`config.mk`:
```
export PLATFORM = sky130hd
export DESIGN_NAME = imem_loader_flat
export DESIGN_NICKNAME = d
export VERILOG_FILES = /design/src/rtl/imem_loader_if.sv /design/src/rtl/imem_loader.sv /design/src/flat_wrapper.sv
export SDC_FILE = /design/constraint.sdc
export NUM_CORES = 1
export LEC_CHECK = 0
export CAP_MARGIN = 20
export CORE_ASPECT_RATIO = 1.75
export CORE_MARGIN = 8
export CORE_UTILIZATION = 50
export CTS_CLUSTER_SIZE = 25
export DETAILED_ROUTE_END_ITERATION = 8
export GPL_ROUTABILITY_DRIVEN = 0
export HOLD_SLACK_MARGIN = 0.05
export PLACE_DENSITY = 0.71
export SETUP_SLACK_MARGIN = 0.05
export SLEW_MARGIN = 25
export SYNTH_ARGS = -nofsm -noshare
export SYNTH_HDL_FRONTEND = slang
export SYNTH_SLANG_ARGS = --single-unit
```
`constraint.sdc`:
```
create_clock -name clk -period 3.2 [get_ports clk]
set_clock_uncertainty 0.05 [all_clocks]
set_input_delay 0.32 -clock clk [delete_from_list [all_inputs] [get_ports clk]]
set_output_delay 0.32 -clock clk [all_outputs]
set_load 0.02 [all_outputs]
```
`src/rtl/imem_loader_if.sv`:
```
// Byte-stream input and instruction-memory write port of the program loader.
// Handshake: a byte moves on a rising edge where byte_valid and byte_ready
// are both high; the source holds byte_data stable while byte_valid is high
// and ready is low. The write port has no back-pressure: the memory takes
// wr_data at wr_addr on every cycle wr_en is high.
interface imem_loader_if #(
  parameter int AW = 4,
  parameter int DW = 16
);
  logic          byte_valid;
  logic [7:0]    byte_data;
  logic          byte_ready;
  logic          wr_en;
  logic [AW-1:0] wr_addr;
  logic [DW-1:0] wr_data;

  // Environment side: byte source plus instruction memory.
  modport master (
    output byte_valid, byte_data,
    input  byte_ready, wr_en, wr_addr, wr_data
  );

  // Loader side.
  modport slave (
    input  byte_valid, byte_data,
    output byte_ready, wr_en, wr_addr, wr_data
  );
endinterface

```
`src/rtl/imem_loader.sv`:
```
// Serial program loader: assembles high/low byte pairs into instruction
// words, writes them to addresses 0..N_WORDS-1, then checks a trailing
// 16-bit checksum against the modulo-2^16 sum of the words.
module imem_loader #(
  parameter int N_WORDS = 15,
  parameter int AW      = 4,
  parameter int DW      = 16
) (
  input  logic               clk,
  input  logic               rst_n,
  input  logic               start,
  input  logic               abort,
  imem_loader_if.slave       bus,
  output logic               busy,
  output logic               done,
  output logic               err,
  output logic [2:0]         o_dbg_state
);

  typedef enum logic [2:0] {
    IDLE  = 3'd0,
    HI    = 3'd1,
    LO    = 3'd2,
    WRITE = 3'd3,
    CK_HI = 3'd4,
    CK_LO = 3'd5,
    FIN   = 3'd6
  } state_t;

  state_t        r_state;
  logic [AW-1:0] r_cnt;
  logic [DW-1:0] r_sum;
  logic [7:0]    r_hi;
  logic [7:0]    r_ck_hi;
  logic [DW-1:0] r_ck;
  logic          w_xfer;

  // byte_ready is a registered copy of "next state accepts bytes".
  assign w_xfer      = bus.byte_valid & bus.byte_ready;
  assign o_dbg_state = r_state;

  // Session FSM; every output is a register updated alongside the state.
  always_ff @(posedge clk or negedge rst_n) begin
    if (!rst_n) begin
      r_state        <= IDLE;
      r_cnt          <= '0;
      r_sum          <= '0;
      r_hi           <= '0;
      r_ck_hi        <= '0;
      r_ck           <= '0;
      bus.byte_ready <= 1'b0;
      bus.wr_en      <= 1'b0;
      bus.wr_addr    <= '0;
      bus.wr_data    <= '0;
      busy           <= 1'b0;
      done           <= 1'b0;
      err            <= 1'b0;
    end else begin
      done      <= 1'b0;
      bus.wr_en <= 1'b0;
      if (abort && r_state != IDLE) begin
        // Abort wins over any byte offered this cycle; that byte is dropped.
        r_state        <= IDLE;
        bus.byte_ready <= 1'b0;
        busy           <= 1'b0;
        err            <= 1'b1;
      end else begin
        case (r_state)
          IDLE: begin
            if (start) begin
              r_cnt          <= '0;
              r_sum          <= '0;
              err            <= 1'b0;
              busy           <= 1'b1;
              bus.byte_ready <= 1'b1;
              r_state        <= HI;
            end
          end
          HI: begin
            if (w_xfer) begin
              r_hi    <= bus.byte_data;
              r_state <= LO;
            end
          end
          LO: begin
            if (w_xfer) begin
              bus.wr_data    <= {r_hi, bus.byte_data};
              bus.wr_addr    <= r_cnt;
              bus.wr_en      <= 1'b1;
              bus.byte_ready <= 1'b0;
              r_state        <= WRITE;
            end
          end
          WRITE: begin
            // wr_en is high during this state; fold the word into the sum.
            r_sum          <= r_sum + bus.wr_data;
            bus.byte_ready <= 1'b1;
            if (r_cnt == AW'(N_WORDS - 1)) begin
              r_state <= CK_HI;
            end else begin
              r_cnt   <= r_cnt + 1'b1;
              r_state <= HI;
            end
          end
          CK_HI: begin
            if (w_xfer) begin
              r_ck_hi <= bus.byte_data;
              r_state <= CK_LO;
            end
          end
          CK_LO: begin
            if (w_xfer) begin
              r_ck           <= {r_ck_hi, bus.byte_data};
              bus.byte_ready <= 1'b0;
              r_state        <= FIN;
            end
          end
          FIN: begin
            done    <= 1'b1;
            err     <= (r_ck != r_sum);
            busy    <= 1'b0;
            r_state <= IDLE;
          end
          default: begin
            bus.byte_ready <= 1'b0;
            busy           <= 1'b0;
            r_state        <= IDLE;
          end
        endcase
      end
    end
  end

endmodule

```
`src/flat_wrapper.sv`:
```
// flat-port wrapper written by rule: the top's interface ports become plain ports
module imem_loader_flat 
#(
  parameter int N_WORDS = 15,
  parameter int AW      = 4,
  parameter int DW      = 16
)
  (clk, rst_n, start, abort, busy, done, err, o_dbg_state, bus_byte_valid, bus_byte_data, bus_byte_ready, bus_wr_en, bus_wr_addr, bus_wr_data);
  imem_loader_if #(.AW(AW), .DW(DW)) bus_i ();
  input  logic clk;
  input  logic rst_n;
  input  logic start;
  input  logic abort;
  output logic busy;
  output logic done;
  output logic err;
  output logic [2:0] o_dbg_state;
  input wire logic [$bits(bus_i.byte_valid)-1:0] bus_byte_valid;
  input wire logic [$bits(bus_i.byte_data)-1:0] bus_byte_data;
  output wire logic [$bits(bus_i.byte_ready)-1:0] bus_byte_ready;
  output wire logic [$bits(bus_i.wr_en)-1:0] bus_wr_en;
  output wire logic [$bits(bus_i.wr_addr)-1:0] bus_wr_addr;
  output wire logic [$bits(bus_i.wr_data)-1:0] bus_wr_data;
  assign bus_i.byte_valid = bus_byte_valid;
  assign bus_i.byte_data = bus_byte_data;
  assign bus_byte_ready = bus_i.byte_ready;
  assign bus_wr_en = bus_i.wr_en;
  assign bus_wr_addr = bus_i.wr_addr;
  assign bus_wr_data = bus_i.wr_data;
  imem_loader #(.N_WORDS(N_WORDS), .AW(AW), .DW(DW)) u_core (.clk(clk), .rst_n(rst_n), .start(start), .abort(abort), .bus(bus_i), .busy(busy), .done(done), .err(err), .o_dbg_state(o_dbg_state));
endmodule
```
==> Yosys cells after proc, flatten, opt, wreduce, memory -nomap -nowiden <==
Cells that the tools add are included.
{ "classes": {"n_mux": 27, "n_bitwise": 2, "reduce_logical": 18, "div_mod_pow": 0, "n_eq_ne": 18, "n_shift": 0, "addsub": 2, "multipliers": 0, "order_cmp": 0} }
{ "ops": {"columns": ["op", "count"], "rows": [
  ["one-hot mux 16 bit (2 select lines)", 1],
  ["2-to-1 mux 3 bit", 7],
  ["one-hot mux 3 bit (6 select lines)", 1],
  ["AND reduction 3 bit", 6],
  ["adder 16 bit", 1],
  ["2-to-1 mux 16 bit", 1],
  ["!= test 16 bit", 1],
  ["!= test 3 x 1 -> 1 bit, second input constant", 5],
  ["2-to-1 mux 1 bit", 11],
  ["== test 3 bit, second input constant", 3],
  ["2-to-1 mux 4 bit", 2],
  ["one-hot mux 4 bit (2 select lines)", 1],
  ["== test 3 x 2 -> 1 bit, second input constant", 2],
  ["nonzero test 3 bit", 2],
  ["AND reduction 5 bit", 1],
  ["OR reduction 5 bit", 1],
  ["adder 4 x 1 -> 4 bit, second input constant", 1],
  ["== test 4 bit, second input constant", 1],
  ["!= test 2 x 1 -> 1 bit, second input constant", 2],
  ["!= test 2 bit, second input constant", 2],
  ["one-hot mux 1 bit (2 select lines)", 2],
  ["one-hot mux 1 bit (4 select lines)", 1],
  ["AND reduction 2 bit", 2],
  ["AND reduction 4 bit", 1],
  ["9 further kinds", 9]
]} }
{ "totals": {"ram_bits": 0, "latch_bits": 0, "romBits": 0, "ff_bits": 80, "out_inout_bits": 28, "inputBits": 13, "elab_cells": 80, "memories": 0} }

==> Longest topological paths before layout <==
{ "depth": {"ltp_word": 4, "mapped_depth": 9, "depth_no_buf": 9} }

==> Least setup slack after synthesis <==
Ideal clock, no wire load.
{ "synth_path": {"path_type": "reg2reg", "start": "register u_core.bus.wr_data[0]", "end": "register u_core.r_sum[14]", "setup_slack_ns": 0.845, "synth_period_minus_slack_ns": 2.355, "path_buffers": 0, "path_stages_with_launch": 10, "arrival_ns": 2.172, "t_required_ns": 3.017, "setup_ns": 0.133, "cell_sequence": "dfrtp_1 -> ha_1 -> inv_1 -> fa_1 -> nand2b_1 -> a21oi_1 -> a21oi_1 -> and3_1 -> o311ai_0 -> nand2_1"} }
{ "synth_between": {"elab_chain_len": 2} }
{ "synth_rtl": {"columns": ["item", "line", "text"], "rows": [
  ["start: declaration", "imem_loader_if.sv:26", "output byte_ready, wr_en, wr_addr, wr_data"],
  ["start signal: assignment", "imem_loader.sv:87", "bus.wr_data <= {r_hi, bus.byte_data};"],
  ["adder 16 bit", "imem_loader.sv:96", "r_sum <= r_sum + bus.wr_data;"],
  ["one-hot mux 16 bit (2 select lines)", "imem_loader.sv:68", "case (r_state)"],
  ["end signal: assignment", "imem_loader.sv:96", null],
  ["end: declaration", "imem_loader.sv:32", "logic [DW-1:0] r_sum;"]
]} }
No other way between the ends.
A chain may end at the register's enable or synchronous reset.

==> Worst setup path in the final report <==
{ "layout_path": {"start": "register u_core.r_sum[0]", "end": "register u_core.r_sum[10]"} }
{ "layout_between": {"elab_chain_len": 2} }
{ "layout_rtl": {"columns": ["item", "line"], "rows": [
  ["adder 16 bit", "imem_loader.sv:96"],
  ["one-hot mux 16 bit (2 select lines)", "imem_loader.sv:68"]
]} }
No other way between the ends.

==> results.md <==
- Total wire length: between 9000 and 10000 microns
- Number of global-route vias before repair: 3015
- RSZ-0062 raised after global routing: false
- CP Cell Sequence: ha_1 > inv_1 > fa_1 > nand2b_1 > a21oi_1 > o21ai_0 > a211oi_1 > mux2i_1 > nand2_1
- Routed Antenna Nets: 0
- Crit-path slowest cell: fa_1
- CTS Buffer Depth: 2
- Crit end category: flop
- Worst slew slack as a fraction of its limit: 0.480
- Layout cell share with drive strength beyond 1: 0.195
- Setup repair bufs after CTS: 0
- Critical path launch point type: flop
- GRT Resource Usage Total: 0.170
- Mux cell area share after synthesis: 0.145
- Residual DRC: 0
- Final hold vios: 0
- Clock Sinks: 80
- Crit path max fanout: 3
- ANT cells: 0
- Pint: ~0.0022 W
- CTS buffer count: 9
- CTS H-tree depth: 3
- DRT Pass-1 Iters: 5
- Leakage: 2.27 nW
- Post-DP HPWL: 6580 microns
- Die span in x: ~85 microns
- Reg-to-reg critical path endpoint: u_core.r_sum[10]
- Sum Neg Setup Slack: 0 ns
- Synthesized flop and latch total: 80
- Hold Startpoint: u_core.r_ck_hi[7]
- Hold Path Sink: u_core.r_ck_hi[7]
- Largest cells by area after synthesis: dfrtp_1 (49%), mux2_2 (14%), ha_1 (5.2%), xnor2_1 (4.3%), o21ai_0 (3.3%)
- Clock Latency Late Sink: 0.33 ns
- Status: finished, final reports clean
- Final count of pins violating max slew: 0
- Nets: around 440
- Combinational Power Share: 0.248
- Synth Area in Simple Gates: 0.112
- Hold-critical path depth: 1
- Period utilisation layout: 0.833
- Final worst slack: ~0.53 ns
- Max Cap Viol: 0
- Mean Syn Cell Area: ~11 sq um
- Adder-cell area share of the yosys netlist: 0.0566
- Min Tclk post-route: around 2.7 ns
- Pwr Total: between 0.003 and 0.004 W
- Via count: a little under 3000
- Total gr overflow: 0
- Psw: about 0.00094 W
- Critical path type: reg -> reg
- Post-cts hold buffer count: 0
- Initial Utilization: 0.504
- Placement Setup Slack: roughly 0.61 ns
- Synthesized Nets: 396
- DR iter-0 viols: approximately 170
- CTS clock-pin slew for the worst setup and hold paths: 0.06 ns
- FF-to-FF path depth: 9
- Largest family of logic cells by synthesized area: multiplexers
- Crit path DAT: about 2.8 ns
- Flop-to-flop setup slack: 0.53 ns
- Seq/Total Area, Yosys: 0.487
- Ys async rst share: 1.00
- Compound-cell area share of the yosys netlist: 0.123
- Top cell type's share of synthesized area: 0.487
- Vias/cell: roughly 6
- Fmax: ~380 MHz
- Synth Flop Type: dfrtp_1
- Largest net degree at the start of global routing: 81
- Most frequent cell after synthesis: dfrtp_1
- Area Overhead vs Synth: 19.3%
- Clock power frac: 0.340
- YS warnings: 0
- Synth cell types: 57
- Die H: 136 microns
- CTS tree: done
- Sequential power share: 0.411
- Power per cell area: ~640 mW/mm^2
- Post-synth EDFFs: 0
- Port Buffer Count: 40
- Hold Path Class: reg -> reg
- Sw Ratio: 0.297
- Reg-to-reg startpoint: u_core.r_sum[0]
- Met1 Resource Use GR: 0.182
- Xor/xnor cell area share of the yosys netlist: 0.0533
- Max stage delay on crit path: ~0.43 ns
- Die footprint: 0.0115 sq mm
- Crit path required time: between 3 and 4 ns
- Core area: about 0.008 sq mm
- Leading area contributor after synthesis: dfrtp_1
- Mapped Cells: 365
- Finish-stage setup viols: 0
- Final Util: 0.602
- GR Util met2: 0.294
- Row Count: between 40 and 50
- Routed wire length per instance: approximately 18 microns
- First-pass GRT wire length: 15000 microns
- Post-synth top cells: dfrtp_1 (80), mux2_2 (50), nand2_1 (33)
- GRT busiest layer: met2
- CTS Root Buffer Type: clkbuf_16
- GRT met3 Usage: 0.0327
- IO Count: 41
- Synth Cell Area: a little over 0.004 sq mm
- Max rail drop VDD: 0.406 mV
- PostCTS Resize Cnt: 0
- Initial antenna violation count: 0
- Worst-margin pin slew: 0.781 ns
## per-stage QoR
stage,hold WS (ns),cells,instance area (sq um)
3_3_place_gp,0.431,488,4580
6_report,0.449,503,4900
5_1_grt,0.459,503,4900
3_5_place_dp,0.437,488,4580
4_1_cts,0.147,502,4890
2_1_floorplan,-0.0256,365,4110
## worst max-delay path: cells and delay by family (launching register included)
family                     cells  cell delay, ns
muxes                          1            0.23
buffers and inverters          1            0.08
AOI/OAI and AO/OA              3            0.88
DFF                            1            0.39
adders and majority gates      2            0.67
and+or+nand+nor                2            0.25
## logic make-up after synthesis
logic type,after synthesis
AOI/OAI and AO/OA,78
xor gates and xnor gates,25
buffers and inverters,19
and+or+nand+nor,92
adders and majority gates,18
DFF,80
muxes,53
## layout make-up
type / count / area, sq um
fill: 685 / 3240
multi-input combinational: 266 / 2020
sequential: 80 / 2000
timing repair buffer: 43 / 427
clock buffer: 10 / 239
tap: 92 / 115
clock inverter: 4 / 70.1
inverter: 8 / 30.0
## cells in the final DEF, fill, tap and decap left out, types with 8 or more instances in the layout
master / count
mux2_2: 50
clkdlybuf4s50_1: 39
inv_1: 8
xnor2_1: 20
ha_1: 17
a21oi_1: 19
o21ai_0: 27
dfrtp_1: 80
nand2_1: 33
nor2_1: 16
clkbuf_16: 9
## power groups by stage
stage               Sequential (W)  Combinational [W]  Clock, W
global placement           0.00131           0.000775         0
CTS                        0.00130           0.000793   0.00109
global route               0.00132           0.000859   0.00114
detailed placement         0.00132           0.000788         0
floorplan                  0.00135           0.000441         0
finish                     0.00130           0.000784   0.00107
## worst max-delay path by stage
stage	from	endpoint	slack, ns	depth (start not counted)
after global routing	u_core.bus.wr_data[0]	u_core.r_sum[10]	0.41	9
final	u_core.r_sum[0]	u_core.r_sum[10]	0.53	9
after CTS	u_core.r_sum[0]	u_core.r_sum[10]	0.59	9
after detailed placement	u_core.r_sum[0]	u_core.r_sum[10]	0.61	9
after floorplan	u_core.bus.wr_data[0]	u_core.r_sum[14]	0.84	9
after global placement	u_core.bus.wr_data[0]	u_core.r_sum[10]	0.70	9
## registers in the layout, indices dropped and copies added, names as in the netlist
| register | flops |
|---|---|
| u_core.r_hi | 8 |
| u_core.r_cnt | 4 |
| u_core.bus.wr_en | 1 |
| u_core.o_dbg_state | 3 |
| u_core.done | 1 |
| u_core.r_sum | 16 |
| u_core.bus.wr_addr | 4 |
| u_core.err | 1 |
| u_core.busy | 1 |
| u_core.bus.wr_data | 16 |
| u_core.bus.byte_ready | 1 |
| u_core.r_ck | 16 |
| u_core.r_ck_hi | 8 |
## routing by layer
metal | share of wire | routed length, microns
met5 | 0 | 0
met2 | 0.52 | 4760
met3 | 0.036 | 327
met1 | 0.40 | 3660
met4 | 0.047 | 427
No activity file was read; power rests on OpenSTA's default activity.
